**src/rtl/point_plotter.sv**
```systemverilog
// -----------------------------------------------------------------------------
// point_plotter
//
// Consumer end of a generated point stream (circle/line rasterisers and the
// like). Each (x, y) pair qualified by _valid is clipped against a
// FRAME_W x FRAME_H frame. In-frame points are turned into a linear
// framebuffer address (y*FRAME_W + x) and queued in a small FIFO. The FIFO
// drains through a ready/valid memory write port that always writes
// PIXEL_VALUE. The producer cannot be stalled, so a full FIFO loses points
// and raises a sticky overflow flag instead of applying backpressure.
//
// Ports
//   _clock         in   rising-edge clock
//   _reset_n       in   asynchronous active-low reset
//   _start         in   synchronous frame start: flush FIFO, clear stats/flags
//   _in0 / _in1    in   point x / y, signed 32-bit two's complement
//   _valid         in   point qualifier, one point per high cycle
//   _done          in   producer end-of-stream (level or pulse)
//   mem_addr       out  write address (held until accepted)
//   mem_data       out  write data (held until accepted)
//   mem_we         out  write request
//   mem_ready      in   memory accepts the write when mem_we && mem_ready
//   _busy          out  high while a frame is running or draining
//   frame_done     out  one-cycle pulse once the stream ended and all writes
//                       have been accepted
//   plotted_count  out  writes accepted by memory (saturating)
//   clipped_count  out  points dropped as out-of-frame (saturating)
//   overflow       out  sticky: an in-frame point was lost to a full FIFO
// -----------------------------------------------------------------------------
module point_plotter #(
  parameter int FRAME_W     = 64,
  parameter int FRAME_H     = 64,
  parameter int ADDR_W      = 16,
  parameter int DATA_W      = 8,
  parameter int PIXEL_VALUE = 1,
  parameter int DEPTH       = 4,
  parameter int CNT_W       = 16
) (
  input  logic              _clock,
  input  logic              _reset_n,
  input  logic              _start,
  input  logic [31:0]       _in0,
  input  logic [31:0]       _in1,
  input  logic              _valid,
  input  logic              _done,
  output logic [ADDR_W-1:0] mem_addr,
  output logic [DATA_W-1:0] mem_data,
  output logic              mem_we,
  input  logic              mem_ready,
  output logic              _busy,
  output logic              frame_done,
  output logic [CNT_W-1:0]  plotted_count,
  output logic [CNT_W-1:0]  clipped_count,
  output logic              overflow
);

  localparam int PTR_W = (DEPTH > 1) ? $clog2(DEPTH) : 1;

  typedef enum logic [1:0] {
    ST_IDLE  = 2'd0,
    ST_RUN   = 2'd1,
    ST_DRAIN = 2'd2
  } state_e;

  // ---------------------------------------------------------------------------
  // Registers
  // ---------------------------------------------------------------------------
  state_e            state_q,       state_d;
  logic [PTR_W:0]    wr_ptr_q,      wr_ptr_d;
  logic [PTR_W:0]    rd_ptr_q,      rd_ptr_d;
  logic              mem_we_q,      mem_we_d;
  logic [ADDR_W-1:0] mem_addr_q,    mem_addr_d;
  logic [DATA_W-1:0] mem_data_q,    mem_data_d;
  logic [CNT_W-1:0]  plotted_q,     plotted_d;
  logic [CNT_W-1:0]  clipped_q,     clipped_d;
  logic              overflow_q,    overflow_d;
  logic              done_seen_q,   done_seen_d;
  logic              frame_done_q,  frame_done_d;

  // FIFO storage holds addresses only; the pixel value is a constant.
  logic [ADDR_W-1:0] fifo_q [DEPTH];

  // ---------------------------------------------------------------------------
  // Point classification
  // ---------------------------------------------------------------------------
  logic signed [31:0] x_s;
  logic signed [31:0] y_s;
  logic               active;
  logic               in_frame;
  logic               pt_valid;
  logic [ADDR_W-1:0]  push_addr;

  assign x_s      = $signed(_in0);
  assign y_s      = $signed(_in1);
  assign active   = (state_q != ST_IDLE);
  assign pt_valid = active && _valid;

  // Signed compares: a negative coordinate must never look like a large
  // in-range unsigned value.
  assign in_frame = (x_s >= 0) && (x_s < FRAME_W) &&
                    (y_s >= 0) && (y_s < FRAME_H);

  // Only meaningful for in-frame points, where both operands are
  // non-negative, so the unsigned product is the intended value.
  assign push_addr = ADDR_W'(_in1 * 32'(FRAME_W) + _in0);

  // ---------------------------------------------------------------------------
  // FIFO status and handshake terms
  // ---------------------------------------------------------------------------
  logic              fifo_empty;
  logic              fifo_full;
  logic [ADDR_W-1:0] fifo_head;
  logic              accept;
  logic              pop;
  logic              push;
  logic              drop;
  logic              clip;

  assign fifo_empty = (wr_ptr_q == rd_ptr_q);
  assign fifo_full  = (wr_ptr_q[PTR_W] != rd_ptr_q[PTR_W]) &&
                      (wr_ptr_q[PTR_W-1:0] == rd_ptr_q[PTR_W-1:0]);
  assign fifo_head  = fifo_q[rd_ptr_q[PTR_W-1:0]];

  // The port register is free either when idle or when its current write is
  // being accepted this cycle, which gives one write per cycle back-to-back.
  assign accept = mem_we_q && mem_ready;
  assign pop    = !fifo_empty && (!mem_we_q || mem_ready);

  // A pop in the same cycle frees a slot, so a full FIFO can still take
  // a point as long as the head is leaving.
  assign push = pt_valid && in_frame && (!fifo_full || pop);
  assign drop = pt_valid && in_frame && fifo_full && !pop;
  assign clip = pt_valid && !in_frame;

  // ---------------------------------------------------------------------------
  // Next-state logic
  // ---------------------------------------------------------------------------
  always_comb begin
    state_d      = state_q;
    wr_ptr_d     = wr_ptr_q;
    rd_ptr_d     = rd_ptr_q;
    mem_we_d     = mem_we_q;
    mem_addr_d   = mem_addr_q;
    mem_data_d   = mem_data_q;
    plotted_d    = plotted_q;
    clipped_d    = clipped_q;
    overflow_d   = overflow_q;
    done_seen_d  = done_seen_q;
    frame_done_d = 1'b0;

    if (_start) begin
      // Start wins over everything: any in-flight write is abandoned and
      // points presented in this cycle are ignored.
      state_d     = ST_RUN;
      wr_ptr_d    = '0;
      rd_ptr_d    = '0;
      mem_we_d    = 1'b0;
      mem_addr_d  = '0;
      mem_data_d  = '0;
      plotted_d   = '0;
      clipped_d   = '0;
      overflow_d  = 1'b0;
      done_seen_d = 1'b0;
    end else begin
      if (push) begin
        wr_ptr_d = wr_ptr_q + 1'b1;
      end

      if (pop) begin
        rd_ptr_d   = rd_ptr_q + 1'b1;
        mem_we_d   = 1'b1;
        mem_addr_d = fifo_head;
        mem_data_d = DATA_W'(PIXEL_VALUE);
      end else if (accept) begin
        mem_we_d = 1'b0;
      end

      if (accept && (plotted_q != {CNT_W{1'b1}})) begin
        plotted_d = plotted_q + 1'b1;
      end

      if (clip && (clipped_q != {CNT_W{1'b1}})) begin
        clipped_d = clipped_q + 1'b1;
      end

      if (drop) begin
        overflow_d = 1'b1;
      end

      unique case (state_q)
        ST_IDLE: begin
          // Points and end-of-stream are ignored until the next start.
        end
        ST_RUN: begin
          if (_done) begin
            done_seen_d = 1'b1;
            state_d     = ST_DRAIN;
          end
        end
        ST_DRAIN: begin
          // A point arriving this cycle keeps the frame open so it is
          // written before frame_done is reported.
          if (done_seen_q && fifo_empty && !mem_we_q && !push) begin
            state_d      = ST_IDLE;
            frame_done_d = 1'b1;
          end
        end
        default: begin
          state_d = ST_IDLE;
        end
      endcase
    end
  end

  // ---------------------------------------------------------------------------
  // State registers
  // ---------------------------------------------------------------------------
  always_ff @(posedge _clock or negedge _reset_n) begin
    if (!_reset_n) begin
      state_q      <= ST_IDLE;
      wr_ptr_q     <= '0;
      rd_ptr_q     <= '0;
      mem_we_q     <= 1'b0;
      mem_addr_q   <= '0;
      mem_data_q   <= '0;
      plotted_q    <= '0;
      clipped_q    <= '0;
      overflow_q   <= 1'b0;
      done_seen_q  <= 1'b0;
      frame_done_q <= 1'b0;
    end else begin
      state_q      <= state_d;
      wr_ptr_q     <= wr_ptr_d;
      rd_ptr_q     <= rd_ptr_d;
      mem_we_q     <= mem_we_d;
      mem_addr_q   <= mem_addr_d;
      mem_data_q   <= mem_data_d;
      plotted_q    <= plotted_d;
      clipped_q    <= clipped_d;
      overflow_q   <= overflow_d;
      done_seen_q  <= done_seen_d;
      frame_done_q <= frame_done_d;
    end
  end

  // FIFO storage needs no reset: entries are only read between the write and
  // read pointers, and both pointers are reset.
  always_ff @(posedge _clock) begin
    if (push && !_start) begin
      fifo_q[wr_ptr_q[PTR_W-1:0]] <= push_addr;
    end
  end

  // ---------------------------------------------------------------------------
  // Outputs
  // ---------------------------------------------------------------------------
  assign mem_addr      = mem_addr_q;
  assign mem_data      = mem_data_q;
  assign mem_we        = mem_we_q;
  assign _busy         = (state_q != ST_IDLE);
  assign frame_done    = frame_done_q;
  assign plotted_count = plotted_q;
  assign clipped_count = clipped_q;
  assign overflow      = overflow_q;

endmodule

```
**config.mk**
```make
export PLATFORM = sky130hd
export DESIGN_NAME = point_plotter
export DESIGN_NICKNAME = d
export VERILOG_FILES = /design/src/rtl/point_plotter.sv
export SDC_FILE = /design/constraint.sdc
export NUM_CORES = 1
export LEC_CHECK = 0
export CAP_MARGIN = 20
export CORE_MARGIN = 5
export CORE_UTILIZATION = 30
export DETAILED_ROUTE_END_ITERATION = 16
export GPL_TIMING_DRIVEN = 0
export PLACE_DENSITY = 0.5
export SLEW_MARGIN = 25
export SYNTH_ARGS = -nofsm -noshare
export SYNTH_HDL_FRONTEND = slang
export SYNTH_SLANG_ARGS = --single-unit
```
**constraint.sdc**
```tcl
create_clock -name _clock -period 4.73 [get_ports _clock]
set_clock_uncertainty 0.1 [all_clocks]
set_input_delay 0.7095 -clock _clock [delete_from_list [all_inputs] [get_ports _clock]]
set_output_delay 0.7095 -clock _clock [all_outputs]
set_load 0.05 [all_outputs]
```
# [Word level (Yosys, flattened, before mapping)]
# Memory sizes are Yosys's and may differ from the RTL's.
# Index checks and enable logic that the tools add are counted.
[word_totals] register_bits=68 ramBits=64 input_bits=70 out_inout_bits=60 wordCells=99 n_memories=1
[classes] n_addsub=5 magnitude_cmp=4 n_eq_ne=10 mux=29 n_reduce_logical=39
[memory_table] memory="fifo_q" words=4 word_bits=16 read_ports=1 rd_ports_with_merged_regs=0 write_ports=1 line="81" rtl="logic [ADDR_W-1:0] fifo_q [DEPTH];"
[ops] cell="$mux 16" count=6
[ops] cell="$ge 32x1->1 const B" count=2
[ops] cell="$lt 32x8->1 const B" count=2
[ops] cell="$add 16x1->16 const B" count=2
[ops] cell="$ne 16x16->1 const B" count=2
[ops] cell="$logic_and 1x1->1" count=18
[ops] cell="$add 16x16->16" count=1
[ops] cell="$mux 8" count=2
[ops] cell="$reduce_bool 2->1" count=8
[ops] cell="$mux 1" count=13
[ops] cell="$mux 3" count=4
[ops] cell="$logic_not 1->1" count=7
[ops] cell="$add 3x1->3 const B" count=2
[ops] cell="$mux 2" count=3
[ops] cell="$ne 3x3->1 const B" count=2
[ops] cell="$pmux 2 s3" count=1
[ops] cell="$eq 3x3->1" count=1
[ops] cell="$reduce_and 3->1" count=1
[ops] cell="$reduce_bool 3->1" count=1
[ops] cell="$eq 2x1->1 const B" count=1
[ops] cell="$eq 2x2->1" count=1
[ops] cell="$eq 2x2->1 const B" count=1
[ops] cell="$logic_not 2->1" count=1
[ops] cell="$logic_or 1x1->1" count=2
[ops] cell="other kinds (3)" count=3

# [Depth between registers and ports, before layout]
[logic_depth] depth_word=11 depth_mapped=8 depth_no_buf=8

# [Worst setup path before layout]
# OpenSTA, ideal clock, no wires.
[synth_timing] path_type="input -> register" from="in _in0[29]" to="mem fifo_q[0][0] (enable)" setup_time_ns=0.413 arrival_ns=3.223 required_ns=4.217 slack_ns=0.994 stages=6 path_buffers=1 path_cell_list="nor4_2 > nand4_2 > nor4_4 > buf_2 > nand2_1 > nor3b_1"
[synth_via] elab_chain_len=9 word_cells_on_any_way=10 classes_between="order compare: 2; mux: 2; reduce/logical: 6"
[synth_rtl] element="start, declared" line="42" rtl="input logic [31:0] _in0,"
[synth_rtl] element="$ge 32x1->1 / $lt 32x8->1 (equally long branches)" line="100" rtl="assign in_frame = (x_s >= 0) && (x_s < FRAME_W) &&"
[synth_rtl] element="$logic_and 1x1->1 * (2 in series)" line="100"
[synth_rtl] element="$logic_and 1x1->1 *" line="101" rtl="(y_s >= 0) && (y_s < FRAME_H);"
[synth_rtl] element="$logic_and 1x1->1 * (2 in series)" line="131" rtl="assign push = pt_valid && in_frame && (!fifo_full || pop);"
[synth_rtl] element="$logic_and 1x1->1 *" line="249" rtl="if (push && !_start) begin"
[synth_rtl] element="$mux 1 *" line="249"
[synth_rtl] element="$mux 1 (not written as such) *" line="250" rtl="fifo_q[wr_ptr_q[PTR_W-1:0]] <= push_addr;"
[synth_rtl] element="end, declared" line="81"
# Every way passes the cells marked *; elsewhere a longest branch is shown, timed or not.

# [Worst setup path in the final report]
[layout_timing] from="in _in1[15]" to="mem fifo_q[2][13] (enable)"
[layout_via] elab_chain_len=8 word_cells_on_any_way=9 classes_between="order compare: 2; mux: 2; reduce/logical: 5"
[layout_rtl] element="start, declared" line="43" rtl="input logic [31:0] _in1,"
[layout_rtl] element="$ge 32x1->1" line="101"
[layout_rtl] element="$logic_and 1x1->1" line="100"
[layout_rtl] element="$logic_and 1x1->1 *" line="101"
[layout_rtl] element="$logic_and 1x1->1 * (2 in series)" line="131"
[layout_rtl] element="$logic_and 1x1->1 *" line="249"
[layout_rtl] element="$mux 1 *" line="249"
[layout_rtl] element="$mux 1 (not written as such) *" line="250"
# Marks and branches as above.

==> impl_metrics.sql <==
INSERT INTO impl_metrics (metric_group, metric, value, unit) VALUES
('timing', 'final_min_period_over_clock_period', '0.845', ''),
('clock_network', 'worst_skew_pair.late_latency', '0.42', 'ns'),
('grt', 'globalRoute.totalOverflow', '0', ''),
('place', 'dp_hpwl', '11400', 'µm'),
('setup_path', 'crit_slowest_cell', 'sky130_fd_sc_hd__nor3b_2', ''),
('cells_and_area', 'layout-area-overhead-vs-synth', '36.9', '%'),
('place', 'post_place_cells', '894', ''),
('clock_network', 'cts_tree', 'done', ''),
('cells_and_area', 'post_route_cells_drive_above_1_share', '0.136', ''),
('synth', 'synth.distinct_cells', '53', ''),
('grt', 'grt_util_all_layers', '0.132', ''),
('routing', 'drcViolationCount', '0', ''),
('floorplanning', 'die_width', '153', 'µm'),
('cells_and_area', 'nets', '730', ''),
('routing', 'totalWireLength', '15300', 'µm'),
('timing', 'final-max-slew-violation-count', '0', ''),
('synth', 'mappedNetlistArea', '6090', 'µm²'),
('floorplanning', 'core', '20100', 'µm²'),
('synth', 'syn_avg_cell_area', '12.5', 'µm²'),
('synth', 'synth-edff-count', '64', ''),
('cells_and_area', 'final.fill_count', '1857', ''),
('floorplanning', 'height_of_the_chip', '153', 'µm'),
('place', 'io_buffer_count', '121', ''),
('timing', 'max_freq', '250', 'MHz'),
('routing', 'postRouteAntennaNets', '0', ''),
('grt', 'initial_antenna_violation_count', '0', ''),
('synth', 'main_flop_type_after_synthesis', 'sky130_fd_sc_hd__edfxtp_1', ''),
('clock_network', 'clockBufferDepth', '2', ''),
('floorplanning', 'floorplan.initialDensity', '0.303', ''),
('setup_path', 'critical_path.reg2reg.startpoint', 'rd_ptr_q[1]', ''),
('clock_network', 'tritoncts_buffers', '17', ''),
('setup_path', 'worstPathCellList', 'clkdlybuf4s50_1, nor4_1, nand4_1, nor4_4, buf_2, nand2_1, nor3b_2, buf_4, buf_4', ''),
('clock_network', 'postCtsResizedCells', '0', ''),
('setup_path', 'worst-path-buf-inv', '4', ''),
('synth', 'ys_ff_latch', '125', ''),
('place', 'place_ws', '0.172', 'ns'),
('run_status', 'status', 'complete, no violations', ''),
('clock_network', 'clk_pin_slew', '0.06', 'ns'),
('clock_network', 'cts-root-buf', 'sky130_fd_sc_hd__clkbuf_16', ''),
('timing', 'unrepaired_setup_endpoints_after_global_routing', 'false', ''),
('cells_and_area', 'antenna_cells', '0', ''),
('routing', 'drt_first_pass_iters', '4', ''),
('routing', 'vias', '4493', ''),
('setup_path', 'critical-path-max-stage-delay', '0.61', 'ns'),
('hold_path', 'hold_class', 'input port to asynchronous set/reset pin', ''),
('clock_network', 'cts-hold-fix-buffers', '0', ''),
('power_and_ir_drop', 'power_density', '335', 'nW/µm²'),
('synth', 'synthDominantAreaCellType', 'sky130_fd_sc_hd__edfxtp_1', ''),
('setup_path', 'critPathMostFrequentCell', 'sky130_fd_sc_hd__buf_4', ''),
('timing', 'setup_viol', '0', ''),
('timing', 'worst_hold_slack', '0.0435', 'ns'),
('timing', 'fin_tns_setup', '0', 'ns'),
('clock_network', 'number_of_h_tree_levels', '4', ''),
('timing', 'number_of_hold_violations_in_the_final_report', '0', ''),
('cells_and_area', 'final_core_utilization', '0.415', ''),
('timing', 'min_period', '4.00', 'ns'),
('setup_path', 'critical_path_peak_fanout', '10', ''),
('synth', 'post_synthesis_cells', '488', ''),
('run', 'drv_cap', '0', ''),
('synth', 'yosys-top-cells-area', 'sky130_fd_sc_hd__edfxtp_1, sky130_fd_sc_hd__dfrtp_1, sky130_fd_sc_hd__mux4_2, sky130_fd_sc_hd__ha_1, sky130_fd_sc_hd__nor2_1', ''),
('place', 'finalWeightedCongestion', '0.795', ''),
('synth', 'synth.yosys.seq_area_share', '0.566', ''),
('power_and_ir_drop', 'leakagePower', '3.05', 'nW'),
('timing', 'final_critical_path_setup_slack', '0.735', 'ns'),
('setup_path', 'timing.critical_path.max_delay_family', 'simple AND/OR/NAND/NOR gates', ''),
('setup_path', 'worstPathRequired', '4.76', 'ns'),
('cells_and_area', 'finish.cell_count_without_fillers', '926', ''),
('synth', 'yosysTopAreaCellShare', '0.315', ''),
('power_and_ir_drop', 'vdd_ir_drop_max', '0.218', 'mV'),
('grt', 'first_global_vias', '4542', ''),
('floorplanning', 'ports', '130', '');
-- per-stage QoR --
step	instance area (µm²)	power [mW]
3_5_place_dp	7770	1.57
4_1_cts	8340	2.83
2_1_floorplan	6120	1.42
5_1_grt	8340	2.90
3_3_place_gp	7660	1.56
6_report	8340	2.79
-- cell usage in the layout, fill, tap and decap left out, drive strengths merged, types with 3 or more instances in the layout --
| cell type | n |
|---|---|
| clkdlybuf4s50 | 120 |
| a31oi | 4 |
| mux2i | 18 |
| ha | 16 |
| dfrtp | 61 |
| nand4 | 14 |
| and2 | 3 |
| nor4b | 3 |
| nand3 | 14 |
| a211oi | 4 |
| inv | 24 |
| nand2 | 19 |
| or3 | 3 |
| xor2 | 11 |
| mux4 | 16 |
| nor4 | 22 |
| xnor2 | 18 |
| a21oi | 20 |
| and3 | 5 |
| o21ai | 9 |
| o31ai | 7 |
| mux2 | 9 |
| and4 | 5 |
| conb | 7 |
| nor2b | 13 |
| nor2 | 53 |
| buf | 27 |
| nor3 | 8 |
| nor3b | 5 |
| or4 | 8 |
| edfxtp | 64 |
| clkbuf | 25 |
-- cell families after synthesis --
logic type,Yosys count,synth area share
buffers and inverters,38,0.0290
flip-flops,125,0.566
AO/OA/AOI/OAI,52,0.0522
AND/OR/NAND/NOR,183,0.169
XOR/XNOR,29,0.0417
adder cells (fa/ha/maj),17,0.0361
other,1,0.000615
multiplexers,43,0.105
-- metal layers --
metal	routed length, µm	track usage
met1	6470	0.161
met2	7600	0.221
met3	932	0.0375
met4	291	0.0535
met5	0	0
-- path summary, 6_finish.rpt --
check,slack (ns),to,depth (start not counted)
max reg2reg,1.50,fifo_q[2][13],8
min,0.04,mem_addr[9],1
min in group _clock,0.42,mem_addr[0],2
max,0.73,fifo_q[2][13],9
min reg2reg,0.42,mem_addr[0],2
max in group asynchronous,3.95,plotted_count[9],2
-- cell usage after synthesis, types with 6 or more instances --
| cell | instances |
|---|---|
| sky130_fd_sc_hd__edfxtp_1 | 64 |
| sky130_fd_sc_hd__nor4_1 | 17 |
| sky130_fd_sc_hd__nand4_1 | 13 |
| sky130_fd_sc_hd__nor3_1 | 8 |
| sky130_fd_sc_hd__xor2_1 | 11 |
| sky130_fd_sc_hd__buf_4 | 7 |
| sky130_fd_sc_hd__or4_1 | 7 |
| sky130_fd_sc_hd__nand2_1 | 19 |
| sky130_fd_sc_hd__buf_2 | 6 |
| sky130_fd_sc_hd__nor2_1 | 53 |
| sky130_fd_sc_hd__mux4_2 | 16 |
| sky130_fd_sc_hd__a21oi_1 | 20 |
| sky130_fd_sc_hd__nand3_1 | 14 |
| sky130_fd_sc_hd__mux2i_1 | 18 |
| sky130_fd_sc_hd__xnor2_1 | 18 |
| sky130_fd_sc_hd__ha_1 | 16 |
| sky130_fd_sc_hd__clkbuf_1 | 8 |
| sky130_fd_sc_hd__nor2b_1 | 13 |
| sky130_fd_sc_hd__dfrtp_1 | 61 |
| sky130_fd_sc_hd__o21ai_0 | 9 |
| sky130_fd_sc_hd__inv_1 | 13 |
| sky130_fd_sc_hd__o31ai_1 | 7 |
-- where the power goes --
part | total [mW] | switching (mW) | internal, mW | leakage [nW]
logic | 0.355 | 0.199 | 0.156 | 1.35
registers | 1.19 | 0.0136 | 1.18 | 1.42
clock network | 1.24 | 0.546 | 0.698 | 0.277
total | 2.79 | 0.759 | 2.03 | 3.05
-- final cells by class --
class	instances	area (µm²)	area share
sequential	125	3450	0.414
multi-input combinational	331	2510	0.301
timing repair buffer	130	1300	0.156
clock buffer	17	425	0.0510
tap	270	338	0.0405
clock inverter	15	140	0.0168
buffer	25	128	0.0153
inverter	13	48.8	0.00585
-- registers in the layout (all words and copies together), names as in the netlist, 2 cells and up --
name,cells
fifo_q,64
clipped_count,16
mem_addr,16
plotted_count,16
rd_ptr_q,3
wr_ptr_q,3
state_q,2
Power figures use the tool's default switching activity.
==> edit 1, RTL diff (same settings) <==
Encoding of `state_e`: now one-hot (3 bits for 3 states).
--- a/src/rtl/point_plotter.sv
+++ b/src/rtl/point_plotter.sv
@@ -58,6 +58,6 @@
 
-  typedef enum logic [1:0] {
-    ST_IDLE  = 2'd0,
-    ST_RUN   = 2'd1,
-    ST_DRAIN = 2'd2
+  typedef enum logic [2:0] {
+    ST_IDLE  = 3'b001,
+    ST_RUN   = 3'b010,
+    ST_DRAIN = 3'b100
   } state_e;
Behaviour: no difference found for any inputs over 4 cycles, from zero or initial values and one cycle with _reset_n low; so few cycles prove little.
==> edit 1 against the unedited design <==
- wire length fell by 0.69%
- worst hold slack gained 4.3 ps
- worst setup slack improved by 670 ps
- total power grew 0.94%
- final area fell by 0.90%
- sequential cell count grew 1
- first-iteration DRC count fell by 26%
- final cell count grew 1.1%
- largest power group unchanged
- area after synthesis is 0.29% lower
- utilization shrank 0.37 points
==> edit 1: results (changes against the unedited design) <==
number of global-route vias before repair=4,767 (+5.0%); Worst Path Arrival=3260 ps (-770 ps); global-route met3 utilization=3.83% (+0.085 points); mean area per synthesized cell=12.1 um2 (-3.3%); CTS buffer count=17 (unchanged); Finished Layout Cells=936 (+1.1%); Seq/Total Area, Yosys=57.2% (+0.60 points); placed instance area=7700 um2 (-0.97%); Yosys cell types=50 (-5.7%); Via density=4.82 (-0.56%); PnR Total Power=2820 uW (+0.94%); Synth area leaders=edfxtp_1 (32%), dfrtp_1 (25%), mux4_2 (5.9%); ys async rst share=49.2% (+0.41 points); # fillers=1,897 (+2.2%); routed length on met3=852 um (-8.6%); dpl ws=943 ps (+772 ps); comb pwr=369 uW (+4%); met1 wire length=6570 um (+1.6%); Worst path max stage delay=810 ps (+200 ps); post-synthesis mux area share=8.13% (-2.4 points); Post-Synth XOR/XNOR Area=3.60% (-0.56 points); Synth Area in Compound Gates=5.46% (+0.24 points); status=finished clean; clock share of power=44.1% (-0.5 points); met2 GRT Util=23.0% (+0.89 points); DP Wirelength=11,200 um (-2.1%); top cells by count, synth=edfxtp_1 (64), dfrtp_1 (61), nand2_1 (48); dpl cells=904 (+1.1%); Layout Area Growth over Synthesis=36.0%; P_leak=0.00301 uW (-1.2%); met2 WL=7580 um (-0.25%); GRT Overall Usage=13.3% (+0.14 points); Worst Tran Pin Value=963 ps (+83.3 ps); met1 GRT Util=15.7% (-0.37 points); RePlAce Congestion=0.812 (+2.2%); Max IR drop VDD=158 uV (-27%); largest net degree at the start of global routing=52 (+2.0%); global-route wire length before repair=24,700 um (+1.9%); fin nets=740 (+1.4%); Switching Share=27.4% (+0.22 points)
==> edit 1: cell count changes in the layout (fill, tap and decap cells not counted), moves of 4 or more <==
cell | before | now
a21oi_1 | 20 | 32
buf_1 | 4 | 0
clkbuf_1 | 8 | 12
mux2_1 | 4 | 11
mux2_2 | 5 | 0
mux2i_1 | 18 | 1
nand2_1 | 19 | 48
nor2_1 | 53 | 41
nor3_1 | 7 | 11
nor4_1 | 17 | 21
xor2_1 | 11 | 6
==> edit 1: layout make-up <==
class | instances | share of cell area, %
sequential | 126 | 42.0
multi-input combinational | 347 | 29.6
timing repair buffer | 125 | 15.2
clock buffer | 17 | 5.15
tap | 270 | 4.09
buffer | 26 | 1.82
clock inverter | 15 | 1.70
inverter | 10 | 0.454
==> edit 1: path summary, 6_finish.rpt <==
| path | from | to | slack (ps) | cells past startpoint |
|---|---|---|---|---|
| worst max-delay path | _in0[9] | fifo_q[0][7] | 1400 | 6 |
| worst min-delay path | _reset_n | clipped_count[6] | 50 | 1 |
| worst max register to register | rd_ptr_q[0] | fifo_q[0][7] | 1920 | 6 |
| worst min register to register | done_seen_q | done_seen_q | 400 | 2 |
| max in group asynchronous | _reset_n | state_q[0] | 3930 | 2 |
| min in group _clock | done_seen_q | done_seen_q | 400 | 2 |
==> edit 1: kinds of logic (layout without fill, tap and decap cells) <==
| kind of cell | after synthesis | in the layout |
|---|---|---|
| AO/OA/AOI/OAI | 58 | 58 |
| other | 1 | 7 |
| adder cells (fa/ha/maj) | 17 | 17 |
| flip-flops | 126 | 126 |
| XOR/XNOR | 25 | 25 |
| AND/OR/NAND/NOR | 212 | 212 |
| buffers and inverters | 36 | 193 |
| multiplexers | 28 | 28 |
==> edit 2, RTL diff (same flow settings) <==
Without the edit above. Set the parameter `DEPTH` to 8 (it was 4).
--- a/src/rtl/point_plotter.sv
+++ b/src/rtl/point_plotter.sv
@@ -35,3 +35,3 @@
   parameter int PIXEL_VALUE = 1,
-  parameter int DEPTH       = 4,
+  parameter int DEPTH       = 8,
   parameter int CNT_W       = 16
Formal check against the unedited RTL: not equivalent (a bounded check fails within 10 cycles, from zero or initial values and one cycle with _reset_n low).
==> edit 2 against the unedited design <==
- first-iteration DRC count rose by 34%
- critical endpoint is now fifo_q[3][0]
- final area grew 33%
- non-clock buffer count increased by 26
- wire length grew 42%
- total power is 58% higher
- global-route usage grew 0.11 points
- sequential cell count grew 66
- area after synthesis up 41%
- utilization down 2.5 points
- clock power is 11% higher
- worst setup slack better by 160 ps
- count of clock-buffer cells in the layout is 1 higher
- worst hold slack improved by 100 ps
==> edit 2: results (changes against the unedited design) <==
placed instance area=10,500 um2 (+36%); Util after Layout=38.9% (-2.5 points); signal buffers share of area=14.3% (-2.8 points); worst r2r src=wr_ptr_q[1]; Post-Synth XOR/XNOR Area=2.95% (-1.2 points); Slowest cell on crit path=nor4_2; FF+latch count=191 (+53%); RePlAce Congestion=0.837 (+5.3%); number of synthesized flops with an enable pin=128 (+100%); IO buf count=122 (+0.83%); routed length on met3=847 um (-9.1%); Yosys cell types=59 (+11%); ys async rst share=33.0% (-16 points); status=finished clean; P_int=3010 uW (+48%); proportion of layout cells with a drive suffix above 1=16.6% (+3.0 points); comb_multi_in=368 (+11%); Final Cycle Share=81.0% (-3.4 points); top cells by count, synth=edfxtp_1 (128), dfrtp_1 (63), nor2_1 (54); r2r setup slk=1650 ps (+150 ps); mapped cell area=8610 um2 (+41%); met1 wire length=9790 um (+51%); DP Wirelength=15,900 um (+40%); # fillers=2,733 (+47%); global-route wire length before repair=34,100 um (+41%); Synth area leaders=edfxtp_1 (45%), dfrtp_1 (18%), mux4_2 (8.4%); Post-Synth Adder-Cell Area=2.12% (-1.5 points); dpl ws=442 ps (+271 ps); Pre-antenna DRT Iters=5 (+1); GRT Overall Usage=13.3% (+0.11 points); Seq. cell area=5420 um2 (+57%); Seq/Total Area, Yosys=62.9% (+6.3 points); Flop pwr share=44.1% (+1.4 points); number of global-route vias before repair=5,926 (+30%); clock share of power=31.4% (-13 points); largest net degree at the start of global routing=36 (-29%); CP Capture Point=fifo_q[3][0]
-- edit 2: changes by cell type after synthesis, sizes merged, moves of 4 or more --
cell / unedited run / this run
mux2: 9 / 5
buf: 17 / 27
edfxtp: 64 / 128
nor2b: 13 / 9
or3: 3 / 9
a211oi: 4 / 18
and4: 5 / 1
mux4: 16 / 32
nand3: 14 / 18
nor3b: 5 / 1
nor4: 22 / 28
-- edit 2: per-layer routing --
metal / vias to the layer above / track usage (%)
li1: 2652 / -
met5: - / 0
met2: 131 / 22.4
met1: 2888 / 17.7
met4: 0 / 2.65
met3: 13 / 3.11
-- edit 2: logic make-up (layout without fill, tap and decap cells) --
group                      Yosys count  after routing
and+or+nand+nor                    193            193
DFF                                191            191
AOI/OAI and AO/OA                   70             70
muxes                               55             55
buffers and inverters               50            225
xor gates and xnor gates            29             29
adders and majority gates           14             14
other                                1              7
